<file path="config.mk">
export PLATFORM = sky130hd
export DESIGN_NAME = afisaj_multiplexat
export DESIGN_NICKNAME = d
export VERILOG_FILES = /design/src/rtl/afisaj_pkg.sv /design/src/rtl/decod_bcd_7seg.sv /design/src/rtl/afisaj_multiplexat.sv
export SDC_FILE = /design/constraint.sdc
export NUM_CORES = 1
export LEC_CHECK = 0
export ABC_CLOCK_PERIOD_IN_PS = 2080
export BUFFER_PORTS_ARGS = -buffer_cell sky130_fd_sc_hd__buf_2
export CAP_MARGIN = 10
export CORE_ASPECT_RATIO = 1.1
export CORE_MARGIN = 3
export CORE_UTILIZATION = 51
export DETAILED_ROUTE_END_ITERATION = 8
export HOLD_SLACK_MARGIN = 0.02
export PLACE_DENSITY = 0.86
export SLEW_MARGIN = 20
export SYNTH_ARGS = -nofsm -noshare
export SYNTH_HDL_FRONTEND = slang
export SYNTH_SLANG_ARGS = --single-unit
</file>
<file path="constraint.sdc">
create_clock -name clk -period 2.08 [get_ports clk]
set_input_delay 0.312 -clock clk [delete_from_list [all_inputs] [get_ports clk]]
set_output_delay 0.312 -clock clk [all_outputs]
set_load 0.05 [all_outputs]
</file>
<file path="src/rtl/afisaj_pkg.sv">
// rtl/afisaj_pkg.sv - shared segment patterns and slot indices for the multiplexed display
package afisaj_pkg;

  // Active-high {g,f,e,d,c,b,a}
  localparam logic [6:0] SEG_0     = 7'h3F;
  localparam logic [6:0] SEG_1     = 7'h06;
  localparam logic [6:0] SEG_2     = 7'h5B;
  localparam logic [6:0] SEG_3     = 7'h4F;
  localparam logic [6:0] SEG_4     = 7'h66;
  localparam logic [6:0] SEG_5     = 7'h6D;
  localparam logic [6:0] SEG_6     = 7'h7D;
  localparam logic [6:0] SEG_7     = 7'h07;
  localparam logic [6:0] SEG_8     = 7'h7F;
  localparam logic [6:0] SEG_9     = 7'h6F;
  localparam logic [6:0] SEG_MINUS = 7'h40;

  localparam logic [1:0] IDX_U = 2'd0;
  localparam logic [1:0] IDX_Z = 2'd1;
  localparam logic [1:0] IDX_S = 2'd2;
  localparam logic [1:0] IDX_M = 2'd3;

endpackage

</file>
<file path="src/rtl/decod_bcd_7seg.sv">
// rtl/decod_bcd_7seg.sv - BCD to active-high 7-segment decoder, non-BCD codes show a dash
module decod_bcd_7seg
  import afisaj_pkg::*;
(
  input  logic [3:0] i_bcd,
  output logic [6:0] o_seg
);

  always_comb begin
    o_seg = SEG_MINUS;
    case (i_bcd)
      4'd0: o_seg = SEG_0;
      4'd1: o_seg = SEG_1;
      4'd2: o_seg = SEG_2;
      4'd3: o_seg = SEG_3;
      4'd4: o_seg = SEG_4;
      4'd5: o_seg = SEG_5;
      4'd6: o_seg = SEG_6;
      4'd7: o_seg = SEG_7;
      4'd8: o_seg = SEG_8;
      4'd9: o_seg = SEG_9;
      default: o_seg = SEG_MINUS;
    endcase
  end

endmodule

</file>
<file path="src/rtl/afisaj_multiplexat.sv">
// rtl/afisaj_multiplexat.sv - 4-digit multiplexed 7-segment driver with per-frame snapshot and blanking
module afisaj_multiplexat
  import afisaj_pkg::*;
#(
  parameter int DIV           = 2500,
  parameter int GARDA         = 2,
  parameter int SEG_ACTIV_JOS = 1,
  parameter int AN_ACTIV_JOS  = 1,
  parameter int BLANK_ZERO    = 1
) (
  input  logic       clk,
  input  logic       clr,
  input  logic [3:0] mii,
  input  logic [3:0] sute,
  input  logic [3:0] zeci,
  input  logic [3:0] unitati,
  input  logic       en,
  output logic [6:0] seg,
  output logic [3:0] an,
  output logic       cadru
);

  localparam int              CW      = (DIV <= 2) ? 1 : $clog2(DIV);
  localparam logic [CW-1:0]   CNT_MAX = CW'(DIV - 1);
  localparam logic [3:0]      AN_OFF  = (AN_ACTIV_JOS != 0) ? 4'hF : 4'h0;
  localparam logic [6:0]      SEG_OFF = (SEG_ACTIV_JOS != 0) ? 7'h7F : 7'h00;

  logic [CW-1:0] r_cnt;
  logic [1:0]    r_idx;
  logic [3:0]    r_snap_m, r_snap_s, r_snap_z, r_snap_u;
  logic          r_prim;
  logic          r_cadru;
  logic [3:0]    r_an;
  logic [6:0]    r_seg;

  logic       w_tick;
  logic       w_load;
  logic [3:0] w_digit;
  logic [6:0] w_seg_raw;
  logic       w_blank;
  logic       w_show;
  logic [3:0] w_an_act;

  assign w_tick = (r_cnt == CNT_MAX);
  assign w_load = r_prim | (w_tick & (r_idx == IDX_M));

  always_comb begin
    w_digit = r_snap_u;
    case (r_idx)
      IDX_U: w_digit = r_snap_u;
      IDX_Z: w_digit = r_snap_z;
      IDX_S: w_digit = r_snap_s;
      IDX_M: w_digit = r_snap_m;
      default: w_digit = r_snap_u;
    endcase
  end

  // A slot is blank only when it and every more significant digit are zero.
  always_comb begin
    w_blank = 1'b0;
    if (BLANK_ZERO != 0) begin
      case (r_idx)
        IDX_M: w_blank = (r_snap_m == 4'd0);
        IDX_S: w_blank = (r_snap_m == 4'd0) && (r_snap_s == 4'd0);
        IDX_Z: w_blank = (r_snap_m == 4'd0) && (r_snap_s == 4'd0) && (r_snap_z == 4'd0);
        default: w_blank = 1'b0;
      endcase
    end
  end

  decod_bcd_7seg u_decod (
    .i_bcd (w_digit),
    .o_seg (w_seg_raw)
  );

  assign w_show   = en && (int'(r_cnt) >= GARDA) && !w_blank;
  assign w_an_act = 4'b0001 << r_idx;

  always_ff @(posedge clk) begin
    if (!clr) begin
      r_cnt    <= '0;
      r_idx    <= IDX_U;
      r_snap_m <= 4'd0;
      r_snap_s <= 4'd0;
      r_snap_z <= 4'd0;
      r_snap_u <= 4'd0;
      r_prim   <= 1'b1;
      r_cadru  <= 1'b0;
      r_an     <= AN_OFF;
      r_seg    <= SEG_OFF;
    end else begin
      r_cnt <= w_tick ? '0 : r_cnt + CW'(1);
      if (w_tick) r_idx <= r_idx + 2'd1;

      r_cadru <= w_load;
      if (w_load) begin
        r_snap_m <= mii;
        r_snap_s <= sute;
        r_snap_z <= zeci;
        r_snap_u <= unitati;
        r_prim   <= 1'b0;
      end

      if (w_show) begin
        r_an  <= (AN_ACTIV_JOS != 0) ? ~w_an_act : w_an_act;
        r_seg <= (SEG_ACTIV_JOS != 0) ? ~w_seg_raw : w_seg_raw;
      end else begin
        r_an  <= AN_OFF;
        r_seg <= SEG_OFF;
      end
    end
  end

  assign seg   = r_seg;
  assign an    = r_an;
  assign cadru = r_cadru;

endmodule

</file>
# --- Word level (Yosys, flattened, before mapping) ---
# Memory sizes are Yosys's and may differ from the RTL's.
# Cells that the tools add are included.
classes:
  n_reduce_logical: 11
  n_div: 0
  order_cmp: 1
  shift: 1
  n_addsub: 2
  mul: 0
  n_mux: 2
  n_eq_ne: 4
  n_bitwise: 5
ops:
  columns: ["operator", "count"]
  rows:
  - ["case mux 4 bit (4 select lines)", 1]
  - ["adder 12 x 1 -> 12 bit (second input constant)", 1]
  - ["equality test 12 bit (second input constant)", 1]
  - ["greater-or-equal comparator 12 x 2 -> 1 bit (second input constant)", 1]
  - ["zero test 4 bit", 3]
  - ["inverter 7 bit", 1]
  - ["equality test 2 bit (second input constant)", 2]
  - ["logical AND 1 bit", 4]
  - ["inverter 4 bit", 1]
  - ["left shift 1 x 2 -> 4 bit (first input constant)", 1]
  - ["case mux 1 bit (3 select lines)", 1]
  - ["adder 2 x 1 -> 2 bit (second input constant)", 1]
  - ["equality test 2 x 1 -> 1 bit (second input constant)", 1]
  - ["zero test 2 bit", 1]
  - ["AND reduction 2 bit", 1]
  - ["OR reduction 2 bit", 1]
  - ["bitwise AND 1 bit", 1]
  - ["zero test 1 bit", 1]
  - ["inverter 1 bit", 1]
  - ["OR 1 bit", 1]
totals:
  regBits: 43
  elab_cells: 37
  mem_bits_ro: 112
  output_inout_bits: 12
  latchBits: 0
  input_bits: 19
  mem_bits_rw: 0
  memories: 1
mem_list:
  columns: ["memory", "depth", "word_bits", "rd", "rd_clocked_by_memory_dff", "write_ports", "line", "rtl"]
  rows:
  - ["(no name shown)", 16, 7, 1, 0, 0, "decod_bcd_7seg.sv:11", "case (i_bcd)"]

# --- Longest topological paths before layout ---
depth:
  word_depth: 7
  depth_mapped: 11
  ltp_nobuf: 10

# --- Cells and area by module ---
# A second synthesis with hierarchy kept.
unflattened:
  hier_cells: 221
  area_unflattened_um2: 2042.0
modules_own_cells:
  columns: ["mod", "area_per_inst_um2", "cells_each", "n_inst", "seq_area_each_um2"]
  rows:
  - ["afisaj_multiplexat", 1816.7, 192, 1, 860.8]
  - ["decod_bcd_7seg", 225.2, 29, 1, 0.0]

# --- Worst setup path after synthesis ---
# Ideal clock, no wire load.
synth_path:
  path_type: "register to register"
  startpoint: "reg r_idx[0]"
  endpoint: "reg r_seg[3] (netlist: seg[3])"
  setup_slack_ps: -13
  period_less_slack_ps: 2093
  path_stages_with_launch: 12
  t_arrival_ps: 1951
  path_buffers: 1
  required_time_ps: 1938
  setup_ps: 142
  path_cell_list: "dfxtp_1 > inv_1 > ha_1 > clkbuf_1 > nor2b_1 > a21oi_1 > inv_1 > ha_1 > inv_1 > a211oi_1 > a211oi_1 > o211ai_1"
synth_via:
  elab_chain_len: 5
  elab_cells_between_ends: 11
  cone_classes: "3 x eq/ne; 2 x mux; 1 x bitwise; 4 x reduce/logical; 1 x memory"
synth_lines:
  columns: ["element", "line", "rtl"]
  rows:
  - ["from (decl)", "afisaj_multiplexat.sv:29", "logic [1:0] r_idx;"]
  - ["from (signal assigned)", "afisaj_multiplexat.sv:93", "if (w_tick) r_idx <= r_idx + 2'd1;"]
  - ["parallel branches: the longest is 5 deep, another holds memory (16 x 7 bit)", null, null]
  - ["to (signal assigned)", "afisaj_multiplexat.sv:106", "r_seg <= (SEG_ACTIV_JOS != 0) ? ~w_seg_raw : w_seg_raw;"]
  - ["to (decl)", "afisaj_multiplexat.sv:34", "logic [6:0] r_seg;"]
# Parallel ways; which one is timed is not known.
# A chain may end at the register's enable or synchronous reset.

# --- Worst setup path in the final report ---
layout_path:
  startpoint: "reg r_idx[1]"
  endpoint: "reg r_seg[5] (netlist: seg[5])"
# Same word-level chain as after synthesis.

==> qor.txt <==
DP Area -> 2330 sq um
final setup fails -> 2
most frequent cells in the layout -> 41 x dfxtp_1, 38 x nand2_1, 30 x buf_2, 20 x nor2_1, 20 x buf_4
peak supply drop -> 0.000387 V
Num CTS Buffers -> 5
failing checks -> negative setup slack
syn nets -> 263
Hold Crit Class -> in2reg
pre-CTS WS -> -4.28 ps
HPWL after detailed placement -> 2.94 mm
# rows -> 23
Hold WS -> 245 ps
Distinct cells, synth -> 39
Final Hold Vio Count -> 0
post-route minimum period -> 2250 ps
Layout area overhead -> 21.9%
most common cell after layout, fill and taps aside -> dfxtp_1
post-route cell area -> 2560 sq um
Post-synth top flop -> dfxtp_1
gpl congestion -> 0.844
core area -> 3800 sq um
Cell Area, Synth -> 2100 sq um
area leader, netlist -> dfxtp_1
CP max-delay cell -> dfxtp_4
Cell Pwr Density -> 637 nW/um^2
leakage -> 1.07 nW
Final Cycle Share -> 1.08
final worst slack -> -172 ps
DR iter-0 viols -> 178
fin. max-slew vios -> 0
critical path data arrival time -> 2400 ps
fin util -> 0.674
fin nets -> 307
gr ovfl total -> 0
Critical Path End Type -> register
hold_sp -> zeci[2]
Yosys Warn Count -> 0
Synth top area share -> 0.410
Port Buffers -> 30
Avg Cell Area, Syn -> 9.04 sq um
H-Tree Level Count -> 2
Placed Cells -> 311
Worst setup SP type -> register
WS Path Type -> reg2reg
DRC -> 0
Post-DRT Antenna Nets -> 0
pin count of the biggest net entering global routing -> 34
Longest Clk Path Bufs -> 2
initial antenna violation count -> 0
Worst Setup SP -> r_idx[1]$_SDFFE_PN0N_
Critical R2R Launch -> r_idx[1]$_SDFFE_PN0N_
worst-path cell chain -> inv_1 > ha_4 > a222oi_1 > mux2i_2 > buf_4 > ha_4 > a211o_1 > a31oi_1 > o211ai_1
I/O Pins -> 31
Avg WL per Cell -> 14.2 um
First-pass DRT Iterations -> 5
outcome -> finished with violations
Cell Count, Final, Fillers Out -> 326
EDFF count, synth -> 0
first-pass GRT wire length -> 7.09 mm
MaxCap Viol Count -> 0
Fillers -> 309
top post-synthesis cells by area -> dfxtp_1 41%, mux2i_1 9.1%, ha_1 7.2%
Worst path most repeated cell -> ha_4
# diodes -> 0
drt total wl -> 4.63 mm
max frequency -> 444 MHz
clk_skew -> 6.68 ps
RSZ-0062 raised after global routing -> yes
Die Width -> 67.2 um
Seq/Total Area, Yosys -> 0.410
actual slew at the worst max-slew pin -> 479 ps
Clock Latency Late Sink -> 300 ps
Clk pin slew, worst setup/hold paths -> 80 ps
vias -> 1764
flops & latches, synth -> 43
Vias per Instance -> 5.41
die area -> 4920 sq um
CTS tree -> yes
instance count of the mapped netlist -> 232
TritonCTS sink count -> 43
Rel. slew slack -> 0.675
Required @ worst endpoint -> 2230 ps
CP max stage delay -> 380 ps
initial core utilization -> 0.552
crit path max fanout -> 4
Async S/R FF share, synth -> 0
gr usage total -> 0.193
Clk Tree Root Cell -> clkbuf_8
vias in the first global route -> 1584
layout cells sized above 1 -> 0.275
die height -> 73.3 um
area by class of cell:
cell class	count	area, sq um	share of cell area
clock buffer	6	82.6	0.0323
clock inverter	1	5.00	0.00196
inverter	11	46.3	0.0181
multi-input combinational	165	1190	0.467
sequential	43	868	0.339
tap	50	62.6	0.0244
timing repair buffer	50	300	0.117
flip-flops by register name, summed over array words and instances, names as in the netlist:
| signal | cells |
|---|---|
| r_prim | 1 |
| r_snap_s | 4 |
| r_snap_z | 4 |
| r_snap_u | 4 |
| r_idx | 2 |
| r_cnt | 12 |
| cadru | 1 |
| seg | 7 |
| an | 4 |
| r_snap_m | 4 |
per-layer routing:
| metal | part of all wire | GRT usage |
|---|---|---|
| met1 | 0.46 | 0.247 |
| met2 | 0.45 | 0.285 |
| met3 | 0.066 | 0.0581 |
| met4 | 0.026 | 0.110 |
| met5 | 0 | 0 |
cells by family after synthesis:
| kind of cell | count (synthesis) | share of synthesized area |
|---|---|---|
| simple gates | 90 | 0.211 |
| flops | 43 | 0.410 |
| compound gates | 34 | 0.117 |
| buf+inv | 24 | 0.0578 |
| mux | 19 | 0.0906 |
| fa+ha+maj | 12 | 0.0716 |
| xor+xnor | 10 | 0.0417 |
power by group:
| group | switching (mW) | leakage [nW] | total, mW | internal, mW |
|---|---|---|---|---|
| Sequential | 0.0273 | 0.354 | 0.883 | 0.856 |
| Combinational | 0.136 | 0.668 | 0.225 | 0.0884 |
| Clock | 0.261 | 0.0470 | 0.521 | 0.260 |
critical path, delay by kind of cell, from the launching register on:
family | cells | cell delay [ps]
buffers and inverters | 2 | 310
AOI/OAI and AO/OA | 4 | 880
muxes | 1 | 200
adders and majority gates | 2 | 350
DFF | 1 | 380
what timing repair did:
action / CTS / global route
hold endpoints to repair: 0 / 0
setup endpoints to repair: 1 / 6
gates resized for setup: 8 / 15
setup buffers: 3 / 6
pin swaps: 4 / 11
gates cloned: 0 / 0
hold buffers: 0 / 0
synth_stat cells, types with 3 or more instances:
cell type	number
a21oi_1	8
nand3_1	11
o211ai_1	7
nand2_1	38
xor2_1	4
xnor2_1	6
a211oi_1	5
nor2_1	20
nand4_1	3
dfxtp_1	43
ha_1	12
mux2i_1	19
clkbuf_1	10
nor4_1	4
inv_1	11
path summary, 6_finish.rpt:
kind                              end  slack (ps)  depth (start not counted)
max                 seg[5]$_SDFF_PN1_        -170                          9
min          r_snap_z[2]$_SDFFE_PN0P_         250                          3
max reg2reg         seg[5]$_SDFF_PN1_        -170                          9
min reg2reg  r_snap_u[3]$_SDFFE_PN0P_         460                          2
metrics by stage:
stage	setup TNS, ps	total power, mW
after CTS	0	1.62
final	-239	1.63
after floorplan	0	1.05
after detailed placement	-4.28	1.11
after global routing	-554	1.70
after global placement	0	1.10
(Power assumes the default switching activity.)
